`src/rtl/dh_exp_arbiter.sv`:
```
// dh_exp_arbiter
//   Round-robin scheduler sharing one exponentiation engine between two
//   requesters. Requests enter through valid/ready. The engine is driven with a
//   level start held until done. Results go back through a one-cycle rspN_valid
//   pulse to the requester that owns the operation.
//
//   Build option: define DH_EXP_TIMEOUT_EN to enable the RUN watchdog. After
//   TIMEOUT_CYCLES cycles in RUN without eng_done, the block returns
//   rsp_err=1 and rsp_result=0.
//
//   Ports
//     clk, rst                   clock, synchronous active-high reset
//     reqN_valid/base/exp/ready  request handshake (N = 0, 1)
//     rspN_valid                 one-cycle result pulse to the owner
//     rsp_result, rsp_err        result and timeout flag, qualified by rspN_valid
//     busy                       high whenever the FSM is not idle
//     eng_start/base/exp         engine control and operands
//     eng_result, eng_done       engine outputs
//
//   state   | meaning
//   IDLE    | waiting for a request; arbitrates and latches operands
//   RUN     | eng_start held high; waiting for eng_done (or watchdog)
//   RELEASE | eng_start low one cycle to clear engine; response pulse out
module dh_exp_arbiter #(
  parameter int WIDTH          = 32,
  parameter int RES_W          = 64,
  parameter int TIMEOUT_CYCLES = 1024
) (
  input  logic             clk,
  input  logic             rst,
  input  logic             req0_valid,
  input  logic [WIDTH-1:0] req0_base,
  input  logic [WIDTH-1:0] req0_exp,
  output logic             req0_ready,
  input  logic             req1_valid,
  input  logic [WIDTH-1:0] req1_base,
  input  logic [WIDTH-1:0] req1_exp,
  output logic             req1_ready,
  output logic             rsp0_valid,
  output logic             rsp1_valid,
  output logic [RES_W-1:0] rsp_result,
  output logic             rsp_err,
  output logic             busy,
  output logic             eng_start,
  output logic [WIDTH-1:0] eng_base,
  output logic [WIDTH-1:0] eng_exp,
  input  logic [RES_W-1:0] eng_result,
  input  logic             eng_done
);

  localparam logic [1:0] S_IDLE    = 2'd0;
  localparam logic [1:0] S_RUN     = 2'd1;
  localparam logic [1:0] S_RELEASE = 2'd2;

  logic [1:0] state;
  logic       last;   // requester granted most recently (1 after reset, so req0 wins first tie)
  logic       owner;  // requester that owns the operation in flight
  logic       grant;

  // On a tie, grant the requester that was not granted last.
  always_comb begin
    grant = 1'b0;
    if (req0_valid && req1_valid) grant = ~last;
    else                          grant = req1_valid;
  end

  assign busy = (state != S_IDLE);

`ifdef DH_EXP_TIMEOUT_EN
  logic [31:0] to_cnt;
`else
  // The watchdog limit only matters in timeout builds.
  logic unused_timeout_cfg;
  assign unused_timeout_cfg = |TIMEOUT_CYCLES;
  assign rsp_err = 1'b0;
`endif

  always_ff @(posedge clk) begin
    if (rst) begin
      state      <= S_IDLE;
      last       <= 1'b1;
      owner      <= 1'b0;
      req0_ready <= 1'b0;
      req1_ready <= 1'b0;
      rsp0_valid <= 1'b0;
      rsp1_valid <= 1'b0;
      rsp_result <= '0;
      eng_start  <= 1'b0;
      eng_base   <= '0;
      eng_exp    <= '0;
`ifdef DH_EXP_TIMEOUT_EN
      rsp_err    <= 1'b0;
      to_cnt     <= '0;
`endif
    end else begin
      req0_ready <= 1'b0;
      req1_ready <= 1'b0;
      rsp0_valid <= 1'b0;
      rsp1_valid <= 1'b0;
      case (state)
        S_IDLE: begin
          if (req0_valid || req1_valid) begin
            state      <= S_RUN;
            eng_start  <= 1'b1;
            owner      <= grant;
            last       <= grant;
            eng_base   <= grant ? req1_base : req0_base;
            eng_exp    <= grant ? req1_exp  : req0_exp;
            req0_ready <= ~grant;
            req1_ready <= grant;
`ifdef DH_EXP_TIMEOUT_EN
            to_cnt     <= '0;
`endif
          end
        end
        S_RUN: begin
          if (eng_done) begin
            state      <= S_RELEASE;
            eng_start  <= 1'b0;
            rsp_result <= eng_result;
            rsp0_valid <= ~owner;
            rsp1_valid <= owner;
`ifdef DH_EXP_TIMEOUT_EN
            rsp_err    <= 1'b0;
          end else if (to_cnt == 32'(TIMEOUT_CYCLES - 1)) begin
            // to_cnt is 0 in the first RUN cycle, so this fires after
            // TIMEOUT_CYCLES cycles in RUN; eng_done in the same cycle wins above.
            state      <= S_RELEASE;
            eng_start  <= 1'b0;
            rsp_result <= '0;
            rsp_err    <= 1'b1;
            rsp0_valid <= ~owner;
            rsp1_valid <= owner;
          end else begin
            to_cnt     <= to_cnt + 32'd1;
`endif
          end
        end
        S_RELEASE: state <= S_IDLE;
        default: begin
          state     <= S_IDLE;
          eng_start <= 1'b0;
        end
      endcase
    end
  end

endmodule

```
`config.mk`:
```
export PLATFORM = sky130hd
export DESIGN_NAME = dh_exp_arbiter
export DESIGN_NICKNAME = d
export VERILOG_FILES = /design/src/rtl/dh_exp_arbiter.sv
export SDC_FILE = /design/constraint.sdc
export NUM_CORES = 1
export LEC_CHECK = 0
export BUFFER_PORTS_ARGS = -buffer_cell sky130_fd_sc_hd__buf_2
export CAP_MARGIN = 20
export CORE_AREA = 2 2 130 132
export CTS_CLUSTER_SIZE = 8
export DETAILED_ROUTE_END_ITERATION = 12
export DIE_AREA = 0 0 132 134
export PLACE_DENSITY = 0.73
export RECOVER_POWER = 50
export SKIP_LAST_GASP = 1
export SYNTH_ARGS = -nofsm -noshare
export SYNTH_HDL_FRONTEND = slang
export SYNTH_SLANG_ARGS = --single-unit
```
`constraint.sdc`:
```
create_clock -name clk -period 1.43 [get_ports clk]
set_input_delay 0.286 -clock clk [delete_from_list [all_inputs] [get_ports clk]]
set_output_delay 0.286 -clock clk [all_outputs]
set_load 0.01 [all_outputs]
```
==> summary.md, run 1 <==
| Metric | Value |
|---|---|
| Die area | 17,700 µm² |
| Clk_lat worst skew | 0.42 ns |
| Ant. Diodes | 0 |
| Critical path class | reg -> out |
| WP data required | 1.14 ns |
| Main flop type after synthesis | dfxtp_1 |
| Setup Slack @ Placement | 0.0391 ns |
| Register area | 2750 µm² |
| Fmax | 719 MHz |
| WL/cell | 14.6 µm |
| Final Hold Fails | 0 |
| Worst hold path depth | 3 |
| Finished Layout Cells | 1,213 |
| Longest Clk Path Bufs | 2 |
| Synthesized instance count | 676 |
| Number of flops mapped to enable cells by yosys | 0 |
| Die Span X | 132 µm |
| Synthesized cell area | 5450 µm² |
| VDD IR max | 0.752 mV |
| Hold wc startpoint | eng_result[59] |
| Core ar. | 16,300 µm² |
| DRT iter0 DRCs | 306 |
| Outcome | finished clean |
| Synth-to-Final Area Change | 42.6% |
| Area of the multi-input gates | 2370 µm² |
| Reg-to-reg slack, setup | 0.10 ns |
| Fillers | 1,695 |
| Initial Utilization | 33.4% |
| Die Y | 134 µm |
| Post-synth top area share | 50.4% |
| Max_cap viols | 0 |
| Hold endpoint | rsp_result[59] |
| Final worst slack | 0.0386 ns |
| Main area contributors after synthesis | dfxtp_1 (50%), nand2_1 (18%), a21oi_1 (12%) |
| Period Utilization, post-route | 97.3% |
| I/O pins | 332 |
| Leakage power | 3.21 nW |
| Vias per cell | 4.90 |
| Final max-slew violation count | 0 |
| CTS sink cnt | 137 |
| Initial antenna violation count | 0 |
| First-pass GRT wire length | 27,400 µm |
| Worst Setup Start Kind | flip-flop |
| RR Startpoint | state[1] |
| Total Nets Final | 1,177 |
| Netlist cell types | 24 |
| Rows | 47 |
| Final setup fails | 0 |
| Clock transition at the registers of the reported paths | 0.07 ns |
| DRC | 0 |
| Tmin final | 1.39 ns |
| Power per standard cell area | 1320 nW/µm² |
| Critical-path maximum fanout | 5 |
| Synth warnings | 0 |
| DRT antenna net count | 0 |
| Post-synth ARST share | 0% |
| Number of global-route vias before repair | 5,548 |
| CTS H-Tree Depth | 4 |
| Crit path capture type | primary output |
| Tot Pwr | 10.3 mW |
| Final GP Congestion | 0.793 |
| Hold buffers post-CTS | 0 |
| Post-synthesis sequential area ratio | 50.4% |
| Drt first pass iters | 4 |
| Area leader, netlist | dfxtp_1 |
| Synthesis-stage register bit count | 137 |
| CTS tree | done |
| Root buffer cell | clkbuf_16 |
| Routed via count | 5,938 |
| Syn nets | 873 |
| PortBufs | 330 |
| Post-DP Area | 7310 µm² |
| Synth cell count leaders | nand2_1 (260), dfxtp_1 (137), a21oi_1 (131) |
| Cells after DPL | 1,179 |
| HPWL Detailed | 12,400 µm |
| Crit path DAT | 1.11 ns |
| Share of post-route cells with drive strength above 1 | 27.1% |
| GRT overflow | 0 |
| Reg2Reg Capture Point | eng_exp[4] |
| Count leader, synth | nand2_1 |
| Largest net degree at the start of global routing | 67 |
| Total negative slack | 0 ns |
| Worst r2r path cells | 5 |
| Worst Clk Skew | 0.00966 ns |
| Final instance area | 7770 µm² |
| Final WL | 17,800 µm |
| RSZ-0062 raised after global routing | yes |
| Worst Hold Class | in -> reg |
| Tot GR Track Use | 19.0% |
| Syn Area/Cell | 8.06 µm² |
| Num CTS Buffers | 17 |
area by class of cell:
class,count,share of cell area (%)
Tap cell,220,3.54
Multi-Input combinational cell,474,30.5
Sequential cell,137,35.4
Clock inverter,14,1.59
Clock buffer,18,5.65
Timing Repair Buffer,349,23.3
Inverter,1,0.0483
through the flow:
step | hold WS (ns) | utilization [%]
final | 0.100 | 47.7
after global routing | 0.0874 | 47.7
after CTS | 0.0820 | 48.4
after detailed placement | 0.443 | 44.8
after global placement | 0.436 | 44.8
after floorplan | 0.409 | -
placed cells by master (no fill, tap or decap), types with 3 or more instances in the layout:
cell type	instances
clkbuf_1	127
clkinv_4	3
inv_6	6
dfxtp_1	135
a311oi_2	5
buf_6	3
a311oi_1	59
clkbuf_16	18
buf_12	11
clkinvlp_4	3
buf_4	6
a21oi_1	131
nor2_1	3
buf_2	201
nand2_1	260
how the worst max path moves through the flow:
stage               startpoint           end  slack, ns  depth (start not counted)
global route          state[1]          busy      -0.04                          3
CTS                   state[0]          busy      0.005                          3
finish                state[1]          busy       0.04                          3
detailed placement  req1_valid   eng_exp[27]       0.04                          5
global placement    req0_valid   eng_exp[27]       0.07                          5
floorplan             state[1]  eng_base[22]       0.23                          5
per-layer routing:
layer | track usage (%) | up-vias | share of wire (%)
met2 | 33.4 | 254 | 50
li1 | - | 2933 | -
met1 | 22.2 | 2731 | 42
met5 | 0 | - | 0
met4 | 5.80 | 0 | 1.5
met3 | 6.01 | 20 | 7.0
flip-flops by register name, indices dropped and copies added (netlist names):
| signal | flops |
|---|---|
| last | 1 |
| rsp0_valid | 1 |
| eng_base | 32 |
| req1_ready | 1 |
| state | 2 |
| req0_ready | 1 |
| owner | 1 |
| eng_start | 1 |
| rsp1_valid | 1 |
| eng_exp | 32 |
| rsp_result | 64 |
power by group:
part	total (mW)	switching (mW)	leakage [nW]	internal, mW
combinational	1.79	1.04	1.82	0.749
clock	4.17	1.84	0.269	2.33
sequential	4.30	0.169	1.13	4.13
what timing repair did:
action	in CTS	in global routing
gates cloned	0	1
setup buffers	1	0
pin swaps	1	2
resized for setup	3	4
endpoints found under the setup margin	1	25
hold endpoints to repair	0	0
worst max-delay path: stages, from the launching register on:
cell,delay [ns]
dfxtp_2,0.34
nor2_4,0.15
inv_2,0.08
buf_6,0.12
logic make-up after synthesis:
| logic type | Yosys count | share of synthesized area [%] |
|---|---|---|
| and+or+nand+nor | 273 | 19.5 |
| AOI/OAI and AO/OA | 200 | 23.7 |
| DFF | 137 | 50.4 |
| buffers and inverters | 65 | 6.39 |
| other | 1 | 0.0689 |
Note: power is estimated with default switching activity, not from simulation.
==> run 2, diff against run 1 <==
PLACE_DENSITY = default   (was 0.73)
PLACE_DENSITY_LB_ADDON = 0.25   (was default)
==> run 2 against run 1 <==
Against the previous run: flip-flop and latch count did not move; highest routed layer is now met5; fmax is 1.2% higher; via count shrank 1.7%; power is 3.1% higher; routed wire length fell by 1.0%; first-iteration DRC count decreased by 8.2%; clock skew is 0.0014 ns lower; die area is the same; final cell count is 0.58% higher; critical endpoint unchanged; global-route usage increased by 0.28 points; sequential power barely moved; core utilization rose by 0.31 points.
==> summary.md, run 2 (synthesis results as in run 1) <==
| Metric | Value |
|---|---|
| WP data required | 1.14 ns (about the same) |
| CTS H-Tree Depth | 4 (unchanged) |
| Crit path DAT | 1.09 ns (-0.02 ns) |
| Most frequent cells in the layout | nand2_1 (260), buf_2 (199), dfxtp_1 (135) |
| Core ar. | 16,300 µm² (unchanged) |
| CTS sink cnt | 137 (unchanged) |
| Die area | 17,700 µm² (unchanged) |
| Worst path slowest cell | dfxtp_2 |
| Post-DP Area | 7370 µm² (+0.82%) |
| Final core occ | 48.0% (+0.31 points) |
| WL/cell | 14.4 µm (-1.6%) |
| Tot GR Track Use | 19.3% (+0.28 points) |
| Min Hold Slack | 0.115 ns (+0.0143 ns) |
| Drt first pass iters | 4 (unchanged) |
| Area of the multi-input gates | 2360 µm² (-0.26%) |
| Largest register by flop count | rsp_result |
| VDD IR max | 0.753 mV (about the same) |
| Number of global-route vias before repair | 5,524 (-0.43%) |
| Longest Clk Path Bufs | 2 (unchanged) |
| Cells after DPL | 1,187 (+0.68%) |
| Total negative slack | 0 ns (unchanged) |
| Finished Layout Cells | 1,220 (+0.58%) |
| Total Nets Final | 1,184 (+0.59%) |
| DRT iter0 DRCs | 281 (-8.2%) |
| CP max stage delay | 0.33 ns (about the same) |
| Rows | 47 (unchanged) |
| Worst Clk Skew | 0.00831 ns (-0.00135 ns) |
| CTS tree | done |
| PortBufs | 330 (unchanged) |
| Final instance area | 7820 µm² (+0.64%) |
| Fillers | 1,744 (+2.9%) |
| Worst Setup Start Kind | flip-flop |
| GRT overflow | 0 (unchanged) |
| Ant. Diodes | 0 (unchanged) |
| CP Cell Sequence | nor2_4 -> inv_2 -> buf_2 |
| Num CTS Buffers | 17 (unchanged) |
| Synth-to-Final Area Change | 43.5% |
| Leakage power | 3.24 nW (+0.76%) |
| First-pass GRT wire length | 27,600 µm (+0.88%) |
| Vias per cell | 4.79 (-2.2%) |
| Final worst slack | 0.0556 ns (+0.0170 ns) |
| Final Hold Fails | 0 (unchanged) |
| Outcome | finished clean |
| Commonest non-fill, non-tap cell in the layout | nand2_1 |
| DRT antenna net count | 0 (unchanged) |
| Die Y | 134 µm (unchanged) |
| Largest net degree at the start of global routing | 69 (+3.0%) |
| Setup Slack @ Placement | 0.0368 ns (-0.00226 ns) |
| Final max-slew violation count | 0 (unchanged) |
| HPWL Detailed | 12,200 µm (-2.0%) |
| Period Utilization, post-route | 96.1% (-1.2 points) |
| WP buf/inv | 2 (unchanged) |
| Clock transition at the registers of the reported paths | 0.06 ns (about the same) |
| Routed via count | 5,838 (-1.7%) |
| Tot Pwr | 10.6 mW (+3.1%) |
| Power per standard cell area | 1350 nW/µm² (+2.4%) |
| Final setup fails | 0 (unchanged) |
| Max_cap viols | 0 (unchanged) |
| Critical-path maximum fanout | 3 (-2) |
| Initial Utilization | 33.4% (unchanged) |
| Share of post-route cells with drive strength above 1 | 27.0% (-0.090 points) |
| Largest regs | rsp_result x64, eng_base x32, eng_exp x32 |
| Final WL | 17,600 µm (-1.0%) |
| Register area | 2750 µm² (about the same) |
| I/O pins | 332 (unchanged) |
| Worst Hold Class | in -> reg |
| Fmax | 728 MHz (+1.2%) |
| Die Span X | 132 µm (unchanged) |
| Clk_lat worst skew | 0.41 ns (about the same) |
| Hold buffers post-CTS | 0 (unchanged) |
| Top cell family by delay on the critical path | flip-flops |
| Root buffer cell | clkbuf_16 |
| DRC | 0 (unchanged) |
| Tmin final | 1.37 ns (-0.0170 ns) |
| Critical path class | reg -> out |
| Initial antenna violation count | 1 (+1) |
| Crit path capture type | primary output |
| Final GP Congestion | 0.787 (-0.69%) |
| Largest register FFs | 64 (unchanged) |
[run 2: cell types whose count changed in the layout (fill, tap and decap cells not counted), sizes merged]
cell,before,now
inv,9,3
clkinv,3,2
clkbuf,146,152
bufinv,0,3
buf,221,226
[run 2: final timing paths]
kind	start	endpoint	slack, ns	depth (start not counted)
hold reg to reg	rsp_result[54]	rsp_result[54]	0.45	2
hold / removal	eng_result[62]	rsp_result[62]	0.11	3
setup reg to reg	state[0]	last	0.11	4
setup / recovery	state[0]	busy	0.06	3
[run 2: repair_timing]
action / CTS / global route
gates resized for setup: 0 / 2
setup buffers: 0 / 1
endpoints found under the setup margin: 0 / 6
[run 2: routing by layer]
metal  part of all wire, %  GRT usage (%)  vias to the layer above
met3                   8.1           5.97                       26
met2                    49           32.8                      238
met4                   2.0           7.79                        2
met5                 0.074              0                        -
li1                      -              -                     2949
met1                    41           22.8                     2623
[run 2: area by class of cell]
cell class	instances	area share, %
Inverter	1	0.0480
Tap cell	220	3.52
Sequential cell	137	35.1
Timing Repair Buffer	356	23.3
Clock inverter	10	1.79
Clock buffer	22	5.94
Multi-Input combinational cell	474	30.2
[run 2: worst register-to-register path, cell delays in order (launching register included)]
cell and delay [ns]:
dfxtp_2 0.33, nor2_4 0.14, buf_12 0.28, nand2_1 0.13, a221o_1 0.34
[run 2: power breakdown]
| group | internal (mW) | leakage [nW] | switching [mW] | total [mW] |
|---|---|---|---|---|
| sequential | 4.14 | 1.13 | 0.167 | 4.30 |
| combinational | 0.755 | 1.82 | 1.03 | 1.79 |
| clock | 2.84 | 0.287 | 1.65 | 4.49 |
==> run 3, diff against run 2 <==
MAX_ROUTING_LAYER = met4   (was default)
==> run 3 against run 2 <==
Against the previous run: setup slack hardly changed; cell area hardly changed; sequential power hardly changed; first-iteration DRC count is 4.6% lower; final cell count hardly changed; flip-flop and latch count stayed put; die area stayed put; critical path depth stayed put; critical endpoint unchanged; largest power group unchanged.
==> summary.md, run 3 (synthesis results as in run 1) <==
| Metric | Value |
|---|---|
| Setup Slack @ Placement | 0.0368 ns (unchanged) |
| Die area | 17,700 µm² (unchanged) |
| Outcome | finished clean |
| Synth-to-Final Area Change | 43.6% (about the same) |
| CTS tree | done |
| Num CTS Buffers | 17 (unchanged) |
| GRT overflow | 0 (unchanged) |
| Total Nets Final | 1,184 (unchanged) |
| Clock transition at the registers of the reported paths | 0.06 ns (about the same) |
| Final worst slack | 0.0552 ns (-0.000399 ns) |
| Die Y | 134 µm (unchanged) |
| Largest net degree at the start of global routing | 69 (unchanged) |
| Largest register by flop count | rsp_result |
| Hold endpoint | rsp_result[3] |
| Longest Clk Path Bufs | 2 (unchanged) |
| Sw Pwr | 2.85 mW (about the same) |
| RR Startpoint | state[0] |
| Tot Pwr | 10.6 mW (about the same) |
| Clock share of power | 42.4% (about the same) |
| Rows | 47 (unchanged) |
| Combinational Power Share | 16.9% (about the same) |
| Tmin final | 1.37 ns (+0.000399 ns) |
| Post-DP Area | 7370 µm² (unchanged) |
| Met2 WL | 8580 µm (about the same) |
| Largest regs | rsp_result x64, eng_base x32, eng_exp x32 |
| Internal power | 7.74 mW (about the same) |
| Share of post-route cells with drive strength above 1 | 27.0% (unchanged) |
| Vias per cell | 4.80 (+0.29%) |
| Final WL | 17,600 µm (+0.36%) |
| DRT antenna net count | 0 (unchanged) |
| HPWL Detailed | 12,200 µm (unchanged) |
| Min Hold Slack | 0.115 ns (-0.0000260 ns) |
| Most frequent cells in the layout | nand2_1 (260), buf_2 (199), dfxtp_1 (135) |
| Tot GR Track Use | 19.9% (+0.56 points) |
| Worst hold path depth | 3 (unchanged) |
| Worst Hold Class | in -> reg |
| Switching share of power | 26.9% (about the same) |
| Power per standard cell area | 1350 nW/µm² (about the same) |
| Core ar. | 16,300 µm² (unchanged) |
| Root buffer cell | clkbuf_16 |
| Fmax | 727 MHz (about the same) |
| Reg2Reg Capture Point | last |
| Finished Layout Cells | 1,221 (+0.082%) |
| Number of global-route vias before repair | 5,541 (+0.31%) |
| Routed via count | 5,860 (+0.38%) |
| Drt first pass iters | 6 (+2) |
| DRT iter0 DRCs | 268 (-4.6%) |
| Total negative slack | 0 ns (unchanged) |
| Share of power burned in registers | 40.7% (about the same) |
| Final instance area | 7820 µm² (about the same) |
| WP data required | 1.14 ns (about the same) |
| WL/cell | 14.4 µm (+0.28%) |
| VDD IR max | 0.750 mV (-0.34%) |
| CTS H-Tree Depth | 4 (unchanged) |
| Final max-slew violation count | 0 (unchanged) |
| Worst Clk Skew | 0.00740 ns (-0.000910 ns) |
| Final Hold Fails | 0 (unchanged) |
| Final GP Congestion | 0.798 (+1.4%) |
| Hold wc startpoint | eng_result[3] |
| I/O pins | 332 (unchanged) |
| CTS sink cnt | 137 (unchanged) |
| Max Used Layer | met4 |
| Critical path class | reg -> out |
| Final core occ | 48.0% (about the same) |
| Period Utilization, post-route | 96.1% (about the same) |
| Largest register FFs | 64 (unchanged) |
| Die Span X | 132 µm (unchanged) |
| Initial Utilization | 33.4% (unchanged) |
| Metal1 wirelength | 7530 µm (+4.5%) |
| Commonest non-fill, non-tap cell in the layout | nand2_1 |
| Met3 WL | 1150 µm (-19%) |
| Crit path DAT | 1.09 ns (about the same) |
| Max_cap viols | 0 (unchanged) |
| DRC | 0 (unchanged) |
| Crit path capture type | primary output |
| PortBufs | 330 (unchanged) |
| Worst r2r path cells | 4 (unchanged) |
| Initial antenna violation count | 1 (unchanged) |
| Cells after DPL | 1,187 (unchanged) |
| First-pass GRT wire length | 27,600 µm (-0.17%) |
| Critical-path maximum fanout | 3 (unchanged) |
| Final setup fails | 0 (unchanged) |
| Worst Setup Start Kind | flip-flop |
| Hold buffers post-CTS | 0 (unchanged) |
| Leakage power | 3.24 nW (about the same) |
| Reg-to-reg slack, setup | 0.12 ns (about the same) |
| Clk_lat worst skew | 0.41 ns (about the same) |
| Fillers | 1,745 (+0.057%) |
run 3: cell count changes in the layout (fill, tap and decap cells not counted), sizes merged:
cell,change
diode,+1
run 3: power by group through the flow:
| stage | combinational (mW) | clock (mW) | sequential [mW] |
|---|---|---|---|
| 6_report | 1.79 | 4.49 | 4.30 |
| 2_1_floorplan | 0.861 | 0 | 4.51 |
| 5_1_grt | 1.99 | 4.79 | 4.34 |
| 4_1_cts | 1.89 | 4.61 | 4.29 |
| 3_5_place_dp | 1.89 | 0 | 4.37 |
| 3_3_place_gp | 1.88 | 0 | 4.37 |
run 3: cell type report:
type	count	area [µm²]	area share (%)
sequential	137	2750	35.1
multi-input combinational	474	2360	30.2
timing repair buffer	356	1820	23.3
clock buffer	22	464	5.94
tap	220	275	3.52
clock inverter	10	140	1.79
inverter	1	3.75	0.0480
antenna	1	2.50	0.0320
run 3: worst max-delay path, cell delays in order (launching register included):
cell and delay, ns:
dfxtp_2 0.33, nor2_4 0.14, inv_2 0.07, buf_2 0.15
run 3: routing by layer:
layer / track usage, % / vias to the layer above
li1: - / 2951
met1: 23.7 / 2645
met2: 32.7 / 235
met3: 4.54 / 29
met4: 7.79 / 0
met5: - / -
run 3: worst max-delay path by stage:
| stage | start | endpoint | slack [ns] | depth (start not counted) |
|---|---|---|---|---|
| floorplan | state[1] | eng_base[22] | 0.23 | 5 |
| detailed placement | req1_valid | eng_base[0] | 0.04 | 5 |
| CTS | state[1] | busy | 0.02 | 3 |
| global route | state[0] | busy | -0.00005 | 3 |
| global placement | req1_valid | eng_base[12] | 0.07 | 5 |
| finish | state[0] | busy | 0.06 | 3 |
run 3: what timing repair did:
| item | 4_1_cts | 5_1_grt |
|---|---|---|
| endpoints found under the hold margin | 0 | 0 |
| gates resized for setup | 0 | 2 |
| endpoints found under the setup margin | 0 | 6 |
| setup buffers | 0 | 1 |
